**config.mk**
```make
export PLATFORM = sky130hd
export DESIGN_NAME = vga_frame_capture
export DESIGN_NICKNAME = d
export VERILOG_FILES = /design/src/rtl/vga_frame_capture.sv
export SDC_FILE = /design/constraint.sdc
export NUM_CORES = 1
export LEC_CHECK = 0
export BUFFER_PORTS_ARGS = -buffer_cell sky130_fd_sc_hd__buf_2
export CORE_UTILIZATION = 58
export DETAILED_ROUTE_END_ITERATION = 10
export MAX_ROUTING_LAYER = met4
export PLACE_DENSITY = 0.85
export SYNTH_ARGS = -nofsm -noshare
export SYNTH_HDL_FRONTEND = slang
export SYNTH_SLANG_ARGS = --single-unit
```
**constraint.sdc**
```tcl
create_clock -name clock -period 2.9 [get_ports clock]
set_clock_uncertainty 0.1 [all_clocks]
set_input_delay 0.145 -clock clock [delete_from_list [all_inputs] [get_ports clock]]
set_output_delay 0.145 -clock clock [all_outputs]
set_load 0.01 [all_outputs]
```
**src/rtl/vga_frame_capture.sv**
```systemverilog
// vga_frame_capture: samples a 16 x 12 grid of one-bit cells from a VGA pixel stream.
//
// One pixel is sampled from the centre of each CELL x CELL block. A cell reads as 1
// when any colour component has its MSB set. Each frame is built in a shadow register.
// The shadow is published on the next vSync falling edge, but only if all 192 cells
// were sampled. If any cell was missed, the frame is dropped and frame_error pulses.
//
// Ports
//   clock       : pixel clock; every register updates on its rising edge
//   reset       : synchronous, active high
//   hSync       : horizontal sync, active low
//   vSync       : vertical sync, active low
//   r, g, b     : 4-bit colour components
//   data        : last complete frame; bit cy*16+cx holds cell (cx, cy)
//   frame_valid : one-cycle pulse in the cycle data takes a new frame
//   frame_error : one-cycle pulse when an incomplete frame is discarded
module vga_frame_capture #(
  parameter int unsigned H_SYNC_PULSE = 96,
  parameter int unsigned H_BACK_PORCH = 48,
  parameter int unsigned V_SYNC_PULSE = 2,
  parameter int unsigned V_BACK_PORCH = 33,
  parameter int unsigned PIXEL_DELAY  = 2,
  parameter int unsigned CELL         = 40
) (
  input  logic         clock,
  input  logic         reset,
  input  logic         hSync,
  input  logic         vSync,
  input  logic [3:0]   r,
  input  logic [3:0]   g,
  input  logic [3:0]   b,
  output logic [191:0] data,
  output logic         frame_valid,
  output logic         frame_error
);

  localparam int unsigned GridW = 16;
  localparam int unsigned GridH = 12;
  // h_count / v_count values at the centre of cell column 0 / cell row 0
  localparam int unsigned HFirst = H_SYNC_PULSE + H_BACK_PORCH + PIXEL_DELAY + CELL / 2;
  localparam int unsigned VFirst = V_SYNC_PULSE + V_BACK_PORCH + CELL / 2;

  localparam logic [10:0] HMax    = 11'h7ff;
  localparam logic [9:0]  VMax    = 10'h3ff;
  localparam logic [7:0]  CntFull = 8'd192;

  typedef enum logic [0:0] {StIdle, StArmed} state_e;

  state_e state_q, state_d;

  // Input stage. Only the colour MSBs affect the pixel, so only those are kept.
  logic hsync_q, hsync_prev_q, vsync_q, vsync_prev_q;
  logic r_msb_q, g_msb_q, b_msb_q;

  logic [10:0]  h_count_q, h_count_d;
  logic [9:0]   v_count_q, v_count_d;
  logic [191:0] shadow_q;
  logic [7:0]   sample_cnt_q;
  logic [191:0] data_q;
  logic         frame_valid_q, frame_valid_d;
  logic         frame_error_q, frame_error_d;

  logic       h_fall, v_fall;
  logic       hit_x, hit_y, sample_en, pixel;
  logic [3:0] cx_idx, cy_idx;
  logic       shadow_clr, publish;

  always_ff @(posedge clock) begin
    if (reset) begin
      hsync_q      <= 1'b1;
      hsync_prev_q <= 1'b1;
      vsync_q      <= 1'b1;
      vsync_prev_q <= 1'b1;
      r_msb_q      <= 1'b0;
      g_msb_q      <= 1'b0;
      b_msb_q      <= 1'b0;
    end else begin
      hsync_q      <= hSync;
      hsync_prev_q <= hsync_q;
      vsync_q      <= vSync;
      vsync_prev_q <= vsync_q;
      r_msb_q      <= r[3];
      g_msb_q      <= g[3];
      b_msb_q      <= b[3];
    end
  end

  assign h_fall = hsync_prev_q & ~hsync_q;
  assign v_fall = vsync_prev_q & ~vsync_q;
  assign pixel  = r_msb_q | g_msb_q | b_msb_q;

  // Raster counters. A vSync fall wins over a coincident hSync fall, so line 0 is
  // the line that starts with the vertical sync pulse.
  always_comb begin
    h_count_d = h_count_q;
    if (h_fall) begin
      h_count_d = '0;
    end else if (h_count_q != HMax) begin
      h_count_d = h_count_q + 11'd1;
    end

    v_count_d = v_count_q;
    if (v_fall) begin
      v_count_d = '0;
    end else if (h_fall && (v_count_q != VMax)) begin
      v_count_d = v_count_q + 10'd1;
    end
  end

  // Sample-point decode: match the counters against every cell centre.
  always_comb begin
    hit_x  = 1'b0;
    cx_idx = '0;
    for (int unsigned i = 0; i < GridW; i++) begin
      if (h_count_q == 11'(HFirst + i * CELL)) begin
        hit_x  = 1'b1;
        cx_idx = 4'(i);
      end
    end
    hit_y  = 1'b0;
    cy_idx = '0;
    for (int unsigned j = 0; j < GridH; j++) begin
      if (v_count_q == 10'(VFirst + j * CELL)) begin
        hit_y  = 1'b1;
        cy_idx = 4'(j);
      end
    end
  end

  // Saturated counters mean the raster position is unknown; never sample then.
  assign sample_en = hit_x && hit_y && (h_count_q != HMax) && (v_count_q != VMax);

  // FSM: state register
  always_ff @(posedge clock) begin
    if (reset) begin
      state_q <= StIdle;
    end else begin
      state_q <= state_d;
    end
  end

  // FSM: next state
  always_comb begin
    state_d = state_q;
    if ((state_q == StIdle) && v_fall) begin
      state_d = StArmed;
    end
  end

  // FSM: outputs
  always_comb begin
    shadow_clr    = 1'b0;
    publish       = 1'b0;
    frame_valid_d = 1'b0;
    frame_error_d = 1'b0;
    unique case (state_q)
      StIdle: begin
        // The first boundary only opens a frame; what came before it is unknown.
        shadow_clr = v_fall;
      end
      StArmed: begin
        if (v_fall) begin
          if (sample_cnt_q == CntFull) begin
            publish       = 1'b1;
            frame_valid_d = 1'b1;
          end else begin
            frame_error_d = 1'b1;
          end
        end
      end
      default: ;
    endcase
  end

  always_ff @(posedge clock) begin
    if (reset) begin
      h_count_q     <= HMax;
      v_count_q     <= VMax;
      shadow_q      <= '0;
      sample_cnt_q  <= '0;
      data_q        <= '0;
      frame_valid_q <= 1'b0;
      frame_error_q <= 1'b0;
    end else begin
      h_count_q     <= h_count_d;
      v_count_q     <= v_count_d;
      frame_valid_q <= frame_valid_d;
      frame_error_q <= frame_error_d;
      if (publish) begin
        data_q <= shadow_q;
      end
      if (shadow_clr) begin
        shadow_q <= '0;
      end else if (sample_en) begin
        shadow_q[{cy_idx, cx_idx}] <= pixel;
      end
      if (v_fall) begin
        sample_cnt_q <= '0;
      end else if (sample_en && (sample_cnt_q != CntFull)) begin
        sample_cnt_q <= sample_cnt_q + 8'd1;
      end
    end
  end

  assign data        = data_q;
  assign frame_valid = frame_valid_q;
  assign frame_error = frame_error_q;

endmodule
```
Word-level counts from Yosys, hierarchy flattened --
Cells that the tools add are included. Widths: inputs -> output; s select.
Storage, ports and cells: register bits after elaboration 423, input bits 16, output and inout port bits 194
Operators by class: add/subtract/negate cells 3, $lt $le $gt $ge 2, equal/unequal tests 32, multiplexer cells 66, bitwise gates (word level) 8, reductions and logical operators 12
Operators with widths (count):
- $bwmux 192 | 1
- $mux 4 | 24
- $eq 11x10->1 const B | 7
- $eq 11x9->1 const B | 6
- $eq 10x9->1 const B | 6
- $eq 10x8->1 const B | 4
- $mux 1 | 36
- $eq 11x8->1 const B | 3
- $mux 11 | 2
- $mux 10 | 2
- $add 11x1->11 const B | 1
- $ne 11x11->1 const B | 1
- $add 10x1->10 const B | 1
- $eq 10x6->1 const B | 1
- $eq 10x7->1 const B | 1
- $ne 10x10->1 const B | 1
- $lt 8x9->1 const B | 1
- $add 8x1->8 const B | 1
- $demux 1 s8 | 1
- $eq 8x8->1 const B | 1
- $ge 8x1->1 const B | 1
- $ne 8x8->1 const B | 1
- $logic_and 1x1->1 | 7
- $not 1->1 | 4
- 5 further kinds | 9

Depth between registers and ports, before layout --
depth in word-level cells 21, depth in mapped cells 12, gate-level depth less buffers 8

Least setup slack after synthesis --
Ideal clock, no wire load.
path type reg2reg, start point register h_count_q[0], end point register shadow_q[173], arrival 2.334 ns, data required time 2.728 ns, setup slack 0.394 ns, cell stages (with the launch flop) 12, buffers on the path 3, clock period less this slack 2.506 ns, cells stage by stage dfxtp_1 > inv_1 > ha_1 > and4b_4 > and4b_4 > or3_1 > nand3b_1 > buf_2 > buf_6 > buf_6 > o211ai_1 > mux2i_1
Between the ends: longest elaborated chain between the ends 21
Ends and longest elaborated chain:
- from (decl) | RTL line 55 | logic [10:0] h_count_q, h_count_d;
- from (signal assigned) | RTL line 177 | h_count_q <= HMax;
- from (signal assigned) | RTL line 185 | h_count_q <= h_count_d;
- $eq 11x8->1 | RTL line 115 | if (h_count_q == 11'(HFirst + i * CELL)) begin
- $mux 1 | RTL line 115
- $mux 4 (14 in series) | RTL line 115
- $lt 8x9->1 (not written as such) / $ge 8x1->1 (equally long branches) | RTL line 195 | shadow_q[{cy_idx, cx_idx}] <= pixel;
- $logic_and 1x1->1 (not written as such) | RTL line 195
- $mux 1 (not written as such) | RTL line 195
- $demux 1 s8 | RTL line 195
- $bwmux 192 | RTL line 195
- to (signal, indexed assignment) | RTL line 195
- to (decl) | RTL line 57 | logic [191:0] shadow_q;
Parallel ways exist; a longest one is shown, timed or not. A chain may end at the register's enable or synchronous reset.

Final worst setup path --
start point register v_count_q[5], end point register shadow_q[40]
Between the ends: longest elaborated chain between the ends 17
Ends and longest elaborated chain:
- from (decl) | RTL line 56 | logic [9:0] v_count_q, v_count_d;
- from (signal assigned) | RTL line 178 | v_count_q <= VMax;
- from (signal assigned) | RTL line 186 | v_count_q <= v_count_d;
- $eq 10x7->1 | RTL line 123 | if (v_count_q == 10'(VFirst + j * CELL)) begin
- $mux 1 | RTL line 123
- $mux 4 (10 in series) | RTL line 123
- $lt 8x9->1 (not written as such) / $ge 8x1->1 (equally long branches) | RTL line 195
- $logic_and 1x1->1 (not written as such) | RTL line 195
- $mux 1 (not written as such) | RTL line 195
- $demux 1 s8 | RTL line 195
- $bwmux 192 | RTL line 195
Parallel ways exist; a longest one is shown, timed or not.

==> impl_metrics.env <==
export IMPL_status="complete, but fails checks"
export IMPL_failed_checks="DRC"
export IMPL_crit_start="v_count_q[5]$_SDFFE_PP1P_"
export IMPL_die_area_um2=32200
export IMPL_ys_top_cells_by_count="nand2_1 (590), dfxtp_1 (423), a21oi_1 (193)"
export IMPL_wl_per_cell_um=18.3
export IMPL_grt_pass1_wl_um=78900
export IMPL_syn_area_um2=18300
export IMPL_nets=2248
export IMPL_power_share_clock_pct=45.9
export IMPL_clkLatencyLatePin_ns=0.53
export IMPL_routed_wirelength_um=48700
export IMPL_slew_violations=0
export IMPL_grt_usage_pct=30.6
export IMPL_reg2reg_to="shadow_q[40]$_SDFFE_PP0P_"
export IMPL_drc=13
export IMPL_synth_warnings=0
export IMPL_die_x_um=180
export IMPL_worst_slew_margin_rel_pct=30.4
export IMPL_clk_pin_slew_ns=0.06
export IMPL_start_kind="flop"
export IMPL_start_util_pct=59.3
export IMPL_cts_made_buffers=44
export IMPL_ys_seq_area_share_pct=46.3
export IMPL_leakagePower_uw=0.00903
export IMPL_dp_hpwl_um=31300
export IMPL_path_max_fanout=22
export IMPL_ys_types=62
export IMPL_fin_crit_ns=2.77
export IMPL_num_fill_cells=2280
export IMPL_first_pass_iters=11
export IMPL_core_area_um2=30800
export IMPL_reg2reg_slack_ns=0.13
export IMPL_grt_max_degree=134
export IMPL_fin_crit_sh_pct=95.4
export IMPL_synthTopCellsByArea="dfxtp_1 (46%), nand2_1 (12%), mux2i_1 (9.5%)"
export IMPL_fmax_mhz=361
export IMPL_power_frac_seq_pct=47.2
export IMPL_tns_ns=0
export IMPL_vias=15900
export IMPL_num_rows=64
export IMPL_grt_use_met2_pct=49.6
export IMPL_antenna_found_initial=0
export IMPL_syn_nets=2089
export IMPL_io_buffers=200
export IMPL_pwr_share_comb_pct=6.9
export IMPL_ir_drop_uv=516
export IMPL_synth_ff_type="dfxtp_1"
export IMPL_gp_congestion=0.955
export IMPL_cts_tree="done"
export IMPL_first_global_vias=15300
export IMPL_ant_nets=0
export IMPL_arrival_ns=3.06
export IMPL_grtUsageMet1_pct=38.9
export IMPL_yosys_register_bits=423
export IMPL_worstSetupEndpoint="shadow_q[40]$_SDFFE_PP0P_"
export IMPL_clockBufferDepth=3
export IMPL_grt_overflow=0
export IMPL_synth_top_area_share_pct=46.3
export IMPL_maxCapViolCount=0
export IMPL_r2r_start="v_count_q[5]$_SDFFE_PP1P_"
export IMPL_yosysMostFrequentCell="nand2_1"
export IMPL_root_buffer="clkbuf_16"
export IMPL_p_int_uw=9700
export IMPL_crit_required_ns=3.20
export IMPL_setup_slack_ns=0.132
export IMPL_cts_htree_levels=2
export IMPL_dp_slack_ns=0.0401
export IMPL_synthArstFlopShare_pct=0
export IMPL_dieHeight_um=180
export IMPL_n_antenna_cell=0
export IMPL_p_sw_share_pct=23.7
export IMPL_synth_edf_count=0
export IMPL_busiest_layer="met2"
export IMPL_grtUsageMet3_pct=4.52
export IMPL_drt_iter0_markers=1705
export IMPL_tightest_slew_ns=1.04
export IMPL_io_pins=210
export IMPL_end_kind="flop"
export IMPL_syn_to_final_growth_pct=18.0
export IMPL_rsz0062_at_grt="false"
export IMPL_cts_sinks=423
export IMPL_routed_via_density=5.99
export IMPL_synth_cells=2068
export IMPL_powerDensity_nw_per_um2=589
export IMPL_power_switching_uw=3010
export IMPL_syn_area_per_cell_um2=8.84
export IMPL_finalSetupViolations=0
export IMPL_final_hold_violation_count=0
export IMPL_yosys_area_top_type="dfxtp_1"
export IMPL_criticalPathCategory="flop to flop"
export IMPL_hold_path_class="input port to flop"
export IMPL_rr_worst_depth=8
export IMPL_drive_gt1_share_pct=20.6
-- layout by cell type (no fill, tap or decap), drive strengths merged, types with 13 or more instances in the layout --
cell type / synthesis / layout
xor2: 13 / 13
mux2i: 173 / 173
o2111ai: 21 / 21
clkbuf: 114 / 60
o21bai: 15 / 15
a21oi: 196 / 196
nor2b: 13 / 13
nor2: 21 / 21
nand4: 19 / 19
o211ai: 155 / 155
nand3: 35 / 35
dfxtp: 423 / 423
nor4: 39 / 39
o31ai: 25 / 25
buf: 82 / 300
nand2: 590 / 590
-- worst max-delay path, stage by stage (launching register included) --
cell and delay (ns):
dfxtp_1 0.60, buf_4 0.23, nor4b_1 0.06, a32oi_1 0.29, a21oi_4 0.13, buf_4 0.26, nor4_2 0.54, o2111ai_1 0.24
mux2i_1 0.18
-- power groups by stage --
| stage | sequential, µW | clock (µW) | combinational [µW] |
|---|---|---|---|
| 2_1_floorplan | 6030 | 0 | 683 |
| 3_5_place_dp | 6110 | 0 | 840 |
| 5_1_grt | 6000 | 6160 | 949 |
| 4_1_cts | 5990 | 5900 | 857 |
| 3_3_place_gp | 6110 | 0 | 829 |
| 6_report | 5990 | 5840 | 878 |
-- through the flow --
| step | power, µW | cell area, µm² | instances | utilization, % | hold slack, ns |
|---|---|---|---|---|---|
| CTS | 12700 | 21500 | 2656 | 69.8 | 0.224 |
| floorplan | 6710 | 18300 | 2068 | - | 0.149 |
| finish | 12700 | 21600 | 2657 | 70.0 | 0.235 |
| global placement | 6940 | 19900 | 2567 | 64.6 | 0.232 |
| global route | 13100 | 21600 | 2657 | 70.0 | 0.229 |
| detailed placement | 6950 | 19900 | 2567 | 64.6 | 0.236 |
-- worst min path at each step --
stage           from                  to  cells after the start
5_1_grt        hSync  hsync_q$_SDFF_PP1_                      3
6_report       hSync  hsync_q$_SDFF_PP1_                      3
4_1_cts        hSync  hsync_q$_SDFF_PP1_                      3
2_1_floorplan  hSync  hsync_q$_SDFF_PP1_                      1
3_3_place_gp   hSync  hsync_q$_SDFF_PP1_                      2
3_5_place_dp   hSync  hsync_q$_SDFF_PP1_                      2
-- sequential cells by signal, indices dropped and copies added, names as in the netlist --
name / flops
data: 192
shadow_q: 192
h_count_q: 11
v_count_q: 10
sample_cnt_q: 8
b_msb_q: 1
frame_error: 1
frame_valid: 1
g_msb_q: 1
hsync_prev_q: 1
hsync_q: 1
r_msb_q: 1
state_q: 1
vsync_prev_q: 1
vsync_q: 1
-- per-layer routing --
metal,vias up,share of wire (%)
li1,7543,-
met1,7642,43
met2,607,47
met3,114,6.9
met4,0,3.1
met5,-,0
-- cells by family after synthesis --
group           Yosys count  synth area share, %
compound gates          448                 17.1
flops                   423                 46.3
xor+xnor                 21                 1.01
simple gates            793                 20.5
buf+inv                 205                 5.29
mux                     173                 9.47
fa+ha+maj                 5                0.342
-- final cells by class --
cell class / instances / area, µm² / area share [%]
multi-input cells: 1440 / 8980 / 41.6
flip-flops and latches: 423 / 8470 / 39.3
repair buffers: 309 / 2070 / 9.61
clock buffers: 60 / 1270 / 5.90
well taps: 396 / 495 / 2.30
clock inverters: 20 / 249 / 1.15
inverters: 9 / 33.8 / 0.157
-- timing repair --
| action | in CTS | in global routing |
|---|---|---|
| hold buffers | 9 | 0 |
| endpoints found under the hold margin | 39 | 0 |
| resized for setup | 0 | 8 |
| setup endpoints to repair | 0 | 140 |
| setup buffers | 0 | 1 |
No activity file was read; power rests on OpenSTA's default activity.
